**config.mk**
```make
export PLATFORM = sky130hd
export DESIGN_NAME = i2s_tx_param_flat
export DESIGN_NICKNAME = d
export VERILOG_FILES = /design/src/rtl/i2s_tx_param_if.sv /design/src/rtl/i2s_tx_param.sv /design/src/flat_wrapper.sv
export SDC_FILE = /design/constraint.sdc
export NUM_CORES = 1
export LEC_CHECK = 0
export ABC_AREA = 1
export CAP_MARGIN = 40
export CORE_MARGIN = 3
export CORE_UTILIZATION = 55
export CTS_CLUSTER_DIAMETER = 30
export DETAILED_ROUTE_END_ITERATION = 8
export MAX_ROUTING_LAYER = met4
export PLACE_DENSITY = 0.72
export SKIP_CTS_REPAIR_TIMING = 1
export SYNTH_ARGS = -nofsm -noshare
export SYNTH_HDL_FRONTEND = slang
export SYNTH_SLANG_ARGS = --single-unit
```
**constraint.sdc**
```tcl
create_clock -name clk -period 3.09 [get_ports clk]
set_input_delay 0.618 -clock clk [delete_from_list [all_inputs] [get_ports clk]]
set_output_delay 0.618 -clock clk [all_outputs]
set_load 0.01 [all_outputs]
```
**src/rtl/i2s_tx_param_if.sv**
```systemverilog
// rtl/i2s_tx_param_if.sv - PCM sample stream into the I2S/TDM transmitter FIFO
interface i2s_tx_param_if #(
    parameter int SAMPLE_W = 24
);
    logic [SAMPLE_W-1:0] s_tdata;
    logic                s_tvalid;
    logic                s_tready;

    modport master (output s_tdata, output s_tvalid, input s_tready);
    modport slave  (input s_tdata, input s_tvalid, output s_tready);
endinterface

```
**src/rtl/i2s_tx_param.sv**
```systemverilog
// rtl/i2s_tx_param.sv - parametrised I2S/left-justified/TDM transmitter with sample FIFO
// Optional underrun_cnt output is enabled by defining I2S_TX_UNDERRUN_CNT_EN.
module i2s_tx_param #(
    parameter int NUM_CH     = 2,
    parameter int SLOT_W     = 32,
    parameter int SAMPLE_W   = 24,
    parameter int BCLK_DIV   = 4,
    parameter int FIFO_DEPTH = 16
) (
    input  logic                         clk,
    input  logic                         rstn,
    input  logic                         en,
    input  logic                         fmt_i2s,
    i2s_tx_param_if.slave                s,
    output logic                         bclk,
    output logic                         lrclk,
    output logic                         sdata,
    output logic [$clog2(FIFO_DEPTH):0]  fifo_level,
    output logic                         underrun,
    input  logic                         underrun_clr
`ifdef I2S_TX_UNDERRUN_CNT_EN
    ,
    output logic [15:0]                  underrun_cnt
`endif
);
    localparam int AW = $clog2(FIFO_DEPTH);
    localparam int CW = AW + 1;
    localparam int PW = $clog2(BCLK_DIV);
    localparam int KW = (SLOT_W > 1) ? $clog2(SLOT_W) : 1;
    localparam int SW = $clog2(NUM_CH);

    logic [SAMPLE_W-1:0]             mem_q [FIFO_DEPTH];
    logic [SAMPLE_W-1:0]             mem_d [FIFO_DEPTH];
    logic [AW-1:0]                   wr_q, wr_d, rd_q, rd_d;
    logic [CW-1:0]                   lvl_q, lvl_d;
    logic [NUM_CH-1:0][SAMPLE_W-1:0] shd_q, shd_d;
    logic [PW-1:0]                   ph_q, ph_d;
    logic [KW-1:0]                   k_q, k_d;
    logic [SW-1:0]                   s_q, s_d;
    logic                            fmt_q, fmt_d, dly_q, dly_d;
    logic                            bclk_q, bclk_d, lr_q, lr_d, sd_q, sd_d;
    logic                            ur_q, ur_d;
`ifdef I2S_TX_UNDERRUN_CNT_EN
    logic [15:0]                     cnt_q, cnt_d;
`endif

    logic                            push, pop, zero_frame, fbit;
    logic [SAMPLE_W-1:0]             cur, shifted;

    always_comb begin
        mem_d = mem_q;
        wr_d = wr_q; rd_d = rd_q; shd_d = shd_q;
        ph_d = ph_q; k_d = k_q; s_d = s_q;
        fmt_d = fmt_q; dly_d = dly_q;
        bclk_d = bclk_q; lr_d = lr_q; sd_d = sd_q;
        pop = 1'b0; zero_frame = 1'b0; cur = '0; shifted = '0; fbit = 1'b0;

        push = s.s_tvalid && (lvl_q < CW'(FIFO_DEPTH));
        if (push) begin
            mem_d[wr_q] = s.s_tdata;
            wr_d = wr_q + AW'(1);
        end

        if (!en) begin
            bclk_d = 1'b0; lr_d = 1'b0; sd_d = 1'b0;
            ph_d = '0; k_d = '0; s_d = '0; dly_d = 1'b0;
        end else begin
            bclk_d = (ph_q >= PW'(BCLK_DIV / 2));
            ph_d = (ph_q == PW'(BCLK_DIV - 1)) ? '0 : ph_q + PW'(1);
            if (ph_q == '0) begin
                // A short FIFO plays silence instead of a partial frame so channels never slip.
                if (s_q == '0 && k_q == '0) begin
                    fmt_d = fmt_i2s;
                    if (lvl_q >= CW'(NUM_CH)) begin
                        pop = 1'b1;
                        for (int i = 0; i < NUM_CH; i++) shd_d[i] = mem_q[rd_q + AW'(i)];
                        rd_d = rd_q + AW'(NUM_CH);
                    end else begin
                        zero_frame = 1'b1;
                        shd_d = '0;
                    end
                end
                cur = shd_d[s_q];
                shifted = cur << k_q;
                fbit = shifted[SAMPLE_W-1];
                // The delay bit always holds the previous bit, carrying the last bit across frames.
                sd_d = fmt_d ? dly_q : fbit;
                dly_d = fbit;
                if (NUM_CH == 2)
                    lr_d = (s_q == SW'(1));
                else if (fmt_d)
                    lr_d = (s_q == SW'(NUM_CH - 1)) && (k_q == KW'(SLOT_W - 1));
                else
                    lr_d = (s_q == '0) && (k_q == '0);
                if (k_q == KW'(SLOT_W - 1)) begin
                    k_d = '0;
                    s_d = (s_q == SW'(NUM_CH - 1)) ? '0 : s_q + SW'(1);
                end else begin
                    k_d = k_q + KW'(1);
                end
            end
        end

        lvl_d = lvl_q + CW'(push) - (pop ? CW'(NUM_CH) : CW'(0));
        ur_d = zero_frame ? 1'b1 : (underrun_clr ? 1'b0 : ur_q);
`ifdef I2S_TX_UNDERRUN_CNT_EN
        cnt_d = cnt_q;
        if (zero_frame)
            cnt_d = underrun_clr ? 16'd1 : ((cnt_q == 16'hFFFF) ? cnt_q : cnt_q + 16'd1);
        else if (underrun_clr)
            cnt_d = '0;
`endif
    end

    always_ff @(posedge clk or negedge rstn) begin
        if (!rstn) begin
            for (int i = 0; i < FIFO_DEPTH; i++) mem_q[i] <= '0;
            wr_q <= '0; rd_q <= '0; lvl_q <= '0; shd_q <= '0;
            ph_q <= '0; k_q <= '0; s_q <= '0;
            fmt_q <= 1'b0; dly_q <= 1'b0;
            bclk_q <= 1'b0; lr_q <= 1'b0; sd_q <= 1'b0; ur_q <= 1'b0;
`ifdef I2S_TX_UNDERRUN_CNT_EN
            cnt_q <= '0;
`endif
        end else begin
            mem_q <= mem_d;
            wr_q <= wr_d; rd_q <= rd_d; lvl_q <= lvl_d; shd_q <= shd_d;
            ph_q <= ph_d; k_q <= k_d; s_q <= s_d;
            fmt_q <= fmt_d; dly_q <= dly_d;
            bclk_q <= bclk_d; lr_q <= lr_d; sd_q <= sd_d; ur_q <= ur_d;
`ifdef I2S_TX_UNDERRUN_CNT_EN
            cnt_q <= cnt_d;
`endif
        end
    end

    assign s.s_tready  = (lvl_q < CW'(FIFO_DEPTH));
    assign bclk        = bclk_q;
    assign lrclk       = lr_q;
    assign sdata       = sd_q;
    assign fifo_level  = lvl_q;
    assign underrun    = ur_q;
`ifdef I2S_TX_UNDERRUN_CNT_EN
    assign underrun_cnt = cnt_q;
`endif
endmodule

```
**src/flat_wrapper.sv**
```systemverilog
// flat-port wrapper written by rule: the top's interface ports become plain ports
module i2s_tx_param_flat 
#(
    parameter int NUM_CH     = 2,
    parameter int SLOT_W     = 32,
    parameter int SAMPLE_W   = 24,
    parameter int BCLK_DIV   = 4,
    parameter int FIFO_DEPTH = 16
)
  (clk, rstn, en, fmt_i2s, bclk, lrclk, sdata, fifo_level, underrun, underrun_clr, s_s_tdata, s_s_tvalid, s_s_tready);
  i2s_tx_param_if #(.SAMPLE_W(SAMPLE_W)) s_i ();
  input  logic clk;
  input  logic rstn;
  input  logic en;
  input  logic fmt_i2s;
  output logic bclk;
  output logic lrclk;
  output logic sdata;
  output logic [$clog2(FIFO_DEPTH):0] fifo_level;
  output logic underrun;
  input  logic underrun_clr;
  input wire logic [$bits(s_i.s_tdata)-1:0] s_s_tdata;
  input wire logic [$bits(s_i.s_tvalid)-1:0] s_s_tvalid;
  output wire logic [$bits(s_i.s_tready)-1:0] s_s_tready;
  assign s_i.s_tdata = s_s_tdata;
  assign s_i.s_tvalid = s_s_tvalid;
  assign s_s_tready = s_i.s_tready;
  i2s_tx_param #(.NUM_CH(NUM_CH), .SLOT_W(SLOT_W), .SAMPLE_W(SAMPLE_W), .BCLK_DIV(BCLK_DIV), .FIFO_DEPTH(FIFO_DEPTH)) u_core (.clk(clk), .rstn(rstn), .en(en), .fmt_i2s(fmt_i2s), .s(s_i), .bclk(bclk), .lrclk(lrclk), .sdata(sdata), .fifo_level(fifo_level), .underrun(underrun), .underrun_clr(underrun_clr));
endmodule
```
==> After elaboration in Yosys (flattened, before gate mapping) <==
Index checks and enable logic that the tools add are counted.
{ "totals": {"wordCells": 110, "inputBits": 30, "register_bits": 459} }
{ "op_classes": {"reduce_logical": 9, "shift": 1, "n_mux": 46, "n_bitwise": 4, "magnitude_cmp": 8, "eq_ne": 4, "addsub": 8} }
{ "op_table": {"columns": ["cell", "n"], "rows": [
  ["$bwmux W384", 1],
  ["$bmux W24 S4", 2],
  ["$mux W48", 4],
  ["$mux W24", 7],
  ["$demux W24 S4", 1],
  ["$mux W1", 25],
  ["$shl A24 B5 Y24", 1],
  ["$ge A5 B5 Y1 const B", 3],
  ["$mux W5", 3],
  ["$not A4 Y5", 3],
  ["$add A4 B1 Y4 const B", 2],
  ["$mux W2", 3],
  ["$add A5 B1 Y5", 1],
  ["$add A5 B1 Y5 const B", 1],
  ["$eq A5 B5 Y1 const B", 1],
  ["$ge A5 B2 Y1 const B", 1],
  ["$logic_not A5 Y1", 1],
  ["$lt A5 B1 Y1 const B", 1],
  ["$lt A5 B5 Y1 const B", 1],
  ["$sub A5 B5 Y5", 1],
  ["$add A4 B2 Y4 const B", 1],
  ["$ne A2 B1 Y1 const B", 2],
  ["$reduce_and A2 Y1", 2],
  ["$reduce_and A4 Y1", 1],
  ["other kinds (9)", 11]
]} }

==> Logic depth before layout (Yosys ltp) <==
Gate-level depths: netlist of run 1.
{ "logic_depth": {"depth_word": 15, "mapped_depth": 22, "depth_no_buf": 20} }

==> Least setup slack after synthesis of run 1 <==
Ideal clock, no wire load.
{ "synth_path": {"path_kind": "register to register", "from": "register u_core.k_q[0]", "to": "register u_core.lvl_q[4], in the netlist u_core.fifo_level[4]", "path_stages_with_launch": 16, "arrival_time_ns": 2.649, "setup_slack_ns": 0.314, "path_buffers": 2, "synth_period_minus_slack_ns": 2.776, "required_time_ns": 2.962, "cell_sequence": "dfrtp_1 > clkinv_1 > buf_2 > ha_1 > nand4_4 > clkbuf_1 > nor2_2 > inv_2 > nor2_1 > inv_1 > ha_1 > inv_1 > ha_1 > o21ai_0 > a21oi_1 > xor2_1"} }
{ "synth_between": {"elab_chain_len": 7} }
{ "synth_rtl": {"columns": ["item", "line_no", "rtl"], "rows": [
  ["from (decl)", "i2s_tx_param.sv:38", "logic [KW-1:0] k_q, k_d;"],
  ["from (signal assigned)", "i2s_tx_param.sv:119", "ph_q <= '0; k_q <= '0; s_q <= '0;"],
  ["from (signal assigned)", "i2s_tx_param.sv:128", "ph_q <= ph_d; k_q <= k_d; s_q <= s_d;"],
  ["$logic_not A5 Y1", "i2s_tx_param.sv:72", "if (s_q == '0 && k_q == '0) begin"],
  ["$logic_and A1 B1 Y1", "i2s_tx_param.sv:72", null],
  ["$mux W1", "i2s_tx_param.sv:72", null],
  ["$mux W1", "i2s_tx_param.sv:70", "if (ph_q == '0) begin"],
  ["$mux W1", "i2s_tx_param.sv:64", "if (!en) begin"],
  ["$mux W2", "i2s_tx_param.sv:104", "lvl_d = lvl_q + CW'(push) - (pop ? CW'(NUM_CH) : CW'(0));"],
  ["$sub A5 B5 Y5", "i2s_tx_param.sv:104", null],
  ["named net u_core.lvl_d[4]", "i2s_tx_param.sv:35", "logic [CW-1:0] lvl_q, lvl_d;"],
  ["to (signal assigned)", "i2s_tx_param.sv:118", "wr_q <= '0; rd_q <= '0; lvl_q <= '0; shd_q <= '0;"],
  ["to (signal assigned)", "i2s_tx_param.sv:127", "wr_q <= wr_d; rd_q <= rd_d; lvl_q <= lvl_d; shd_q <= shd_d;"],
  ["to (decl)", "i2s_tx_param.sv:35", null]
]} }
The timed path passes the listed nets, and every way through them passes these cells.
A chain may end at the register's enable or synchronous reset.

==> Final worst setup path of run 1 <==
{ "layout_path": {"from": "register u_core.k_q[2]", "to": "register u_core.sd_q, in the netlist u_core.sdata"} }
{ "layout_between": {"elab_chain_len": 11} }
{ "layout_rtl": {"columns": ["item", "line_no", "rtl"], "rows": [
  ["$logic_not A5 Y1", "i2s_tx_param.sv:72", null],
  ["$logic_and A1 B1 Y1", "i2s_tx_param.sv:72", null],
  ["$mux W48", "i2s_tx_param.sv:72", null],
  ["$mux W48", "i2s_tx_param.sv:70", null],
  ["$mux W48", "i2s_tx_param.sv:64", null],
  ["$mux W24 (implied by the code) (2 in series)", "i2s_tx_param.sv:83", "cur = shd_d[s_q];"],
  ["$shl A24 B5 Y24", "i2s_tx_param.sv:84", "shifted = cur << k_q;"],
  ["$mux W1 (*)", "i2s_tx_param.sv:87", "sd_d = fmt_d ? dly_q : fbit;"],
  ["$mux W1 (*)", "i2s_tx_param.sv:70", null],
  ["$mux W1 (*)", "i2s_tx_param.sv:64", null],
  ["to (signal assigned)", "i2s_tx_param.sv:121", "bclk_q <= 1'b0; lr_q <= 1'b0; sd_q <= 1'b0; ur_q <= 1'b0;"],
  ["to (signal assigned)", "i2s_tx_param.sv:130", "bclk_q <= bclk_d; lr_q <= lr_d; sd_q <= sd_d; ur_q <= ur_d;"],
  ["to (decl)", "i2s_tx_param.sv:41", "logic bclk_q, bclk_d, lr_q, lr_d, sd_q, sd_d;"]
]} }
Every way passes the cells marked *; elsewhere a longest branch is shown, timed or not. The select of a mux whose other input is x is not followed.

==> metrics.md, run 1 <==
| Metric | Value |
|---|---|
| Status | finished with violations |
| Failing checks | negative hold slack |
| Layout Nets | 2576 |
| Dpl cells | 2939 |
| Synth cell types | 30 |
| LEAKAGE | 11.4 nW |
| Yosys reg bits | 458 |
| Vias in the first global route | between 15000 and 20000 |
| DR WL/cell | 19.1 um |
| Worst Setup End Kind | flop |
| H-tree level count | 3 |
| Total CTS buffers | 90 |
| Core ar. | 37100 um^2 |
| Worst skew pair latency | 0.60 ns |
| Routability Congestion | approximately 0.84 |
| Most common cell after layout, fill and taps aside | o21ai_0 |
| Input/output buffers | 39 |
| # DRC | 0 |
| Number of max-slew violations in the final report | 0 |
| RSZ-0062 raised after global routing | no |
| Tcrit/Tclk final | approximately 83% |
| Root Driver | clkbuf_16 |
| ANT cells | 0 |
| Syn nets | 2593 |
| DR vias/cell | 5.79 |
| Post-DP HPWL | 33100 um |
| Num ports | 40 |
| Power per cell area | 1180 nW/um^2 |
| Register area share after synthesis | 54.6% |
| Setup crit start kind | flop |
| Total number of vias | 17960 |
| Clock-pin slew on the worst setup and hold paths | about 0.05 ns |
| Global-route usage over all layers | 30.5% |
| Clk_skew | 0.0286 ns |
| Peak Freq | ~0.4 GHz |
| Final Hold Vio Count | 19 |
| Hold_ws | -0.0266 ns |
| Category of the critical setup timing path | flop to flop |
| Starting Density | 56.5% |
| Mean post-synth cell area | roughly 8.2 um^2 |
| Least-Margin Pin Slew | 0.785 ns |
| Fillcell total | 2961 |
| Worst R2R Start | u_core.k_q[2] |
| Critical Path RT | 3.62 ns |
| Reg2Reg Capture Point | u_core.sdata |
| Crit path DAT | a little over 3 ns |
| Routed wire length | 59300 um |
| YS warnings | 0 |
| Reg2reg setup slack | 0.54 ns |
| Relative slew slack | 47.7% |
| Min Tclk post-route | 2.55 ns |
| Final-report setup violation count | 0 |
| DR pass1 iterations | 6 |
| Mapped Cells | 2544 |
| Share of cells above drive strength 1 | under 10% |
| Clock Path Buffers | 3 |
| Initial antenna violation count | 0 |
| CTS tree | built |
| Rows | 70 |
| Die height | 201 um |
| Layout Cells excl Fill | 3101 |
| Synthesis-to-finish area growth | 19.1% |
| Min-Delay Path Class | input port to asynchronous set/reset pin |
| Initial DRC count | roughly 1900 |
| Reg area | approximately 11000 um^2 |
| VDD IR max | approximately 650 uV |
| First-pass GRT wire length | 96000 um |
| Mapped Area | 21000 um^2 |
| Post-route ant nets | 0 |
| Final Util | 67.3% |
| Overflow after GRT | 0 |
| Max Cap Viol | 0 |
| Die ar. | 40500 um^2 |
| Clock Sinks | about 460 |
| TNS Setup | 0 ns |
| Area of the multi-input gates | about 8000 um^2 |
| Commonest non-fill, non-tap cells in the layout | o21ai_0 (483), nand2_1 (463), dfrtp_1 (455), nor2_1 (312), inv_1 (179) |
| Largest net degree at the start of global routing | 125 |
| Crit-path max FO | 44 |
| Die width | 201 um |
| Worst-case reg-to-reg path depth | 18 |
-- per-stage QoR --
stage	cell area, um^2	power, mW	setup slack (ns)	hold slack, ns
after floorplan	21000	16.6	0.314	0.322
after global placement	22000	19.4	0.418	0.450
after detailed placement	22000	19.8	0.396	0.456
after CTS	25000	29.5	0.560	-0.0170
after global routing	25000	31.5	0.289	0.000176
final	25000	29.5	0.535	-0.0266
-- worst max path at each step --
| stage | end | cells past startpoint | slack (ns) | start |
|---|---|---|---|---|
| after CTS | u_core.sdata | 18 | 0.56 | u_core.k_q[2] |
| final | u_core.sdata | 18 | 0.54 | u_core.k_q[2] |
| after floorplan | u_core.fifo_level[4] | 15 | 0.31 | u_core.k_q[0] |
| after global routing | u_core.sdata | 18 | 0.29 | u_core.k_q[2] |
| after detailed placement | u_core.fifo_level[4] | 12 | 0.40 | en |
| after global placement | u_core.fifo_level[4] | 12 | 0.42 | en |
-- logic make-up after synthesis --
group                      Yosys count  share of synthesized area [%]
xor gates and xnor gates             9                          0.376
buffers and inverters              390                           7.41
adders and majority gates           19                           1.13
AOI/OAI and AO/OA                  716                           18.1
DFF                                458                           54.6
and+or+nand+nor                    952                           18.3
-- power by group --
part           internal (mW)  switching (mW)  total [mW]
Sequential              8.71            1.36        10.1
Clock                   6.41            3.14        9.54
Combinational           3.48            6.39        9.88
Total                   18.6            10.9        29.5
-- critical path: stages (launching register included) --
cell and delay (ns):
dfrtp_1 0.45, nor2_2 0.18, nand4_4 0.28, nor2_4 0.21
buf_12 0.29, nand3_1 0.21, nand2_1 0.10, nand3_1 0.10
nand3_1 0.10, nand2_1 0.09, nand2_1 0.06, nand2_1 0.04
inv_1 0.05, nand2_1 0.04, nand2_1 0.05, nand2_1 0.06
nand2_1 0.05, nand2_1 0.05, nand2_1 0.05
-- per-layer routing --
metal	vias up	wire [um]	GRT usage, %
met1	8777	24900	40.4
met5	-	0	-
li1	8346	-	-
met4	0	1540	10.0
met2	715	28300	47.9
met3	122	4600	5.82
-- synth_stat cells, drive strengths merged --
| library cell | number | area [um^2] |
|---|---|---|
| nand3 | 134 | 671 |
| o21ai | 494 | 2470 |
| xnor2 | 2 | 17.5 |
| nand4 | 24 | 165 |
| o21bai | 1 | 7.51 |
| ha | 19 | 238 |
| o31ai | 4 | 30.0 |
| dfrtp | 458 | 11500 |
| xor2 | 7 | 61.3 |
| o22ai | 1 | 6.26 |
| o221ai | 24 | 210 |
| nor3 | 3 | 15.0 |
| o211ai | 45 | 338 |
| clkbuf | 149 | 559 |
| buf | 55 | 297 |
| clkinv | 2 | 7.51 |
| inv | 184 | 691 |
| or2 | 5 | 31.3 |
| nor2 | 323 | 1220 |
| a21oi | 147 | 736 |
| nand2 | 463 | 1740 |
-- state kept, by name, indices dropped and copies added (netlist names), 2 cells and up --
name and count:
u_core.k_q 5, u_core.shd_q 48, u_core.ph_q 2, u_core.rd_q 3, u_core.fifo_level 5, u_core.mem_q 384
u_core.wr_q 4
-- final cells by class --
| type | count | share of cell area, % |
|---|---|---|
| multi-input cells | 1696 | 32.2 |
| clock buffers | 118 | 10.2 |
| well taps | 504 | 2.52 |
| clock inverters | 44 | 1.92 |
| inverters | 186 | 2.81 |
| flip-flops and latches | 458 | 45.9 |
| repair buffers | 95 | 4.52 |
Power figures use the tool's default switching activity.
==> run 2, diff against run 1 <==
Settings changed: PLACE_DENSITY 0.72 to 0.75.
Clock period 3.09 ns to 2.26 ns, I/O delays scaled along.
==> run 2 against run 1 <==
The flow finishes with violations (negative setup slack). Non-clock buffer count is 96 higher. Wire length is 14% higher. Die area stayed put. Combinational power is 77% higher. First-iteration DRC count is 34% higher. Maximum frequency is 9.7% higher. Sequential power is 38% higher. Worst setup slack worse by 0.60 ns. Sequential share of layout area is 3.2 points lower. Register-to-register slack worse by 0.60 ns. Final cell count is 3.3% higher. Critical endpoint unchanged. Largest power group is now combinational logic.
==> metrics.md, run 2 (synthesis gave the netlist of run 1 again) <==
| Metric | Value |
|---|---|
| Status | finished with violations |
| Failing checks | negative setup slack |
| Max Cap Viol | 0 |
| Num ports | 40 |
| Die height | 201 um |
| Fillcell total | 2580 |
| Peak Freq | 0.429 GHz |
| Crit path DAT | approximately 2.8 ns |
| DR vias/cell | 6.09 |
| Worst-case reg-to-reg path depth | 20 |
| Routability Congestion | 0.929 |
| Total CTS buffers | 90 |
| Reg2Reg Capture Point | u_core.sdata |
| First-pass GRT wire length | slightly above 100000 um |
| Overflow after GRT | 0 |
| Post-DP HPWL | 36700 um |
| Die ar. | 40500 um^2 |
| Worst skew pair latency | 0.60 ns |
| Clock Sinks | between 400 and 500 |
| Layout Nets | 2673 |
| Top flop regs | u_core.mem_q x384, u_core.shd_q x48 |
| Min Tclk post-route | 2.33 ns |
| RSZ-0062 raised after global routing | yes |
| DR pass1 iterations | 6 |
| Place WS | -0.180 ns |
| LEAKAGE | ~12 nW |
| Total number of vias | 19514 |
| Tcrit/Tclk final | 103% |
| Reg2reg setup slack | -0.07 ns |
| Min-Delay Path Class | input port to asynchronous set/reset pin |
| Global-route usage over all layers | between 30% and 40% |
| Largest Register | u_core.mem_q |
| Commonest non-fill, non-tap cells in the layout | o21ai_0 (469), dfrtp_1 (455), nand2_1 (454), nor2_1 (306), inv_1 (175) |
| Critical path's slowest cell | dfrtp_4 |
| CP most frequent cell | nand2_1 |
| Critical Path, Cell by Cell | buf_12 > inv_16 > buf_12 > nand2_1 > nand3_1 > nand3_2 > nand2_2 > o21bai_1 > nand3_1 > nand3_1 > nand2_1 > nand2_1 > nand2_1 > inv_2 > nand2_1 > nand2_1 > nand2_1 > nand2_1 > nand2_1 > nand2_1 |
| Clock Path Buffers | 3 |
| Category of the critical setup timing path | flop to flop |
| CP peak stage delay | 0.51 ns |
| Relative slew slack | between 60% and 70% |
| Largest net degree at the start of global routing | 82 |
| Starting Density | a little under three fifths |
| # DRC | 0 |
| Input/output buffers | 39 |
| H-tree level count | 3 |
| Worst Setup End Kind | flop |
| Critical Path RT | between 2 and 3 ns |
| Routed wire length | 67600 um |
| Synthesis-to-finish area growth | 28.2% |
| Worst R2R Start | u_core.rd_q[1] |
| ANT cells | 0 |
| Crit-path max FO | 11 |
| Final-report setup violation count | 1 |
| Slack of the critical path | -0.0685 ns |
| Die width | between 200 and 250 um |
| Power per cell area | 1680 nW/um^2 |
| Max reg flops | 384 |
| VDD IR max | 1120 uV |
| Least-Margin Pin Slew | 0.591 ns |
| Root Driver | clkbuf_16 |
| Vias in the first global route | between 15000 and 20000 |
| Post-route ant nets | 0 |
| Final Hold Vio Count | 0 |
| Initial DRC count | 2517 |
| Share of cells above drive strength 1 | 15.1% |
| Initial antenna violation count | 0 |
| Clock-pin slew on the worst setup and hold paths | around 0.05 ns |
| Rows | 70 |
| CTS tree | built |
| Setup crit start kind | flop |
| Clk_skew | 0.0220 ns |
| Most common cell after layout, fill and taps aside | o21ai_0 |
| DR WL/cell | 21.1 um |
| Total power | 45.1 mW |
| Number of max-slew violations in the final report | 0 |
| Core ar. | 37100 um^2 |
run 2: power breakdown:
part	internal (mW)	switching [mW]
registers	11.9	1.96
logic	6.85	10.6
clock network	9.19	4.56
total	27.9	17.1
run 2: area by class of cell:
cell class | instances | area [um^2] | area share, %
sequential | 458 | 11500 | 42.6
multi-input combinational | 1696 | 8370 | 31.1
clock buffer | 117 | 2600 | 9.67
timing repair buffer | 191 | 2490 | 9.27
inverter | 186 | 724 | 2.69
tap | 504 | 631 | 2.34
clock inverter | 51 | 588 | 2.19
timing repair inverter | 1 | 16.3 | 0.0605
run 2: metal layers:
metal  vias up  part of all wire, %  GRT usage [%]  wire length (um)
met1      9465                   38           40.4             25800
met4         0                  4.3           12.9              2890
met5         -                    0              -                 0
li1       8559                    -              -                 -
met3       285                   10           6.24              7050
met2      1205                   47           50.4             31800
run 2: how the worst max path moves through the flow:
stage                           endpoint                 start
finish                      u_core.sdata        u_core.rd_q[1]
global route                u_core.sdata        u_core.rd_q[1]
CTS                         u_core.sdata  u_core.fifo_level[3]
detailed placement          u_core.sdata  u_core.fifo_level[3]
global placement            u_core.sdata  u_core.fifo_level[3]
floorplan           u_core.fifo_level[4]         u_core.k_q[0]
run 2: through the flow:
step / hold slack, ns / std cells / cell area, um^2 / TNS, ns / util (%)
floorplan: 0.156 / 2544 / 21100 / -0.110 / -
global placement: 0.363 / 2989 / 22700 / -0.195 / 61.1
finish: 0.341 / 3204 / 26900 / -0.0685 / 72.4
detailed placement: 0.365 / 2989 / 22700 / -0.377 / 61.1
CTS: -0.258 / 3157 / 25900 / -0.482 / 69.7
global route: 0.365 / 3204 / 26900 / -0.364 / 72.4
run 2: critical path, delay by kind of cell, from the launching register on:
kind                   cells  cell delay, ns
AOI/OAI and AO/OA          1            0.08
and+or+nand+nor           15            1.15
buffers and inverters      4            0.46
DFF                        1            0.51
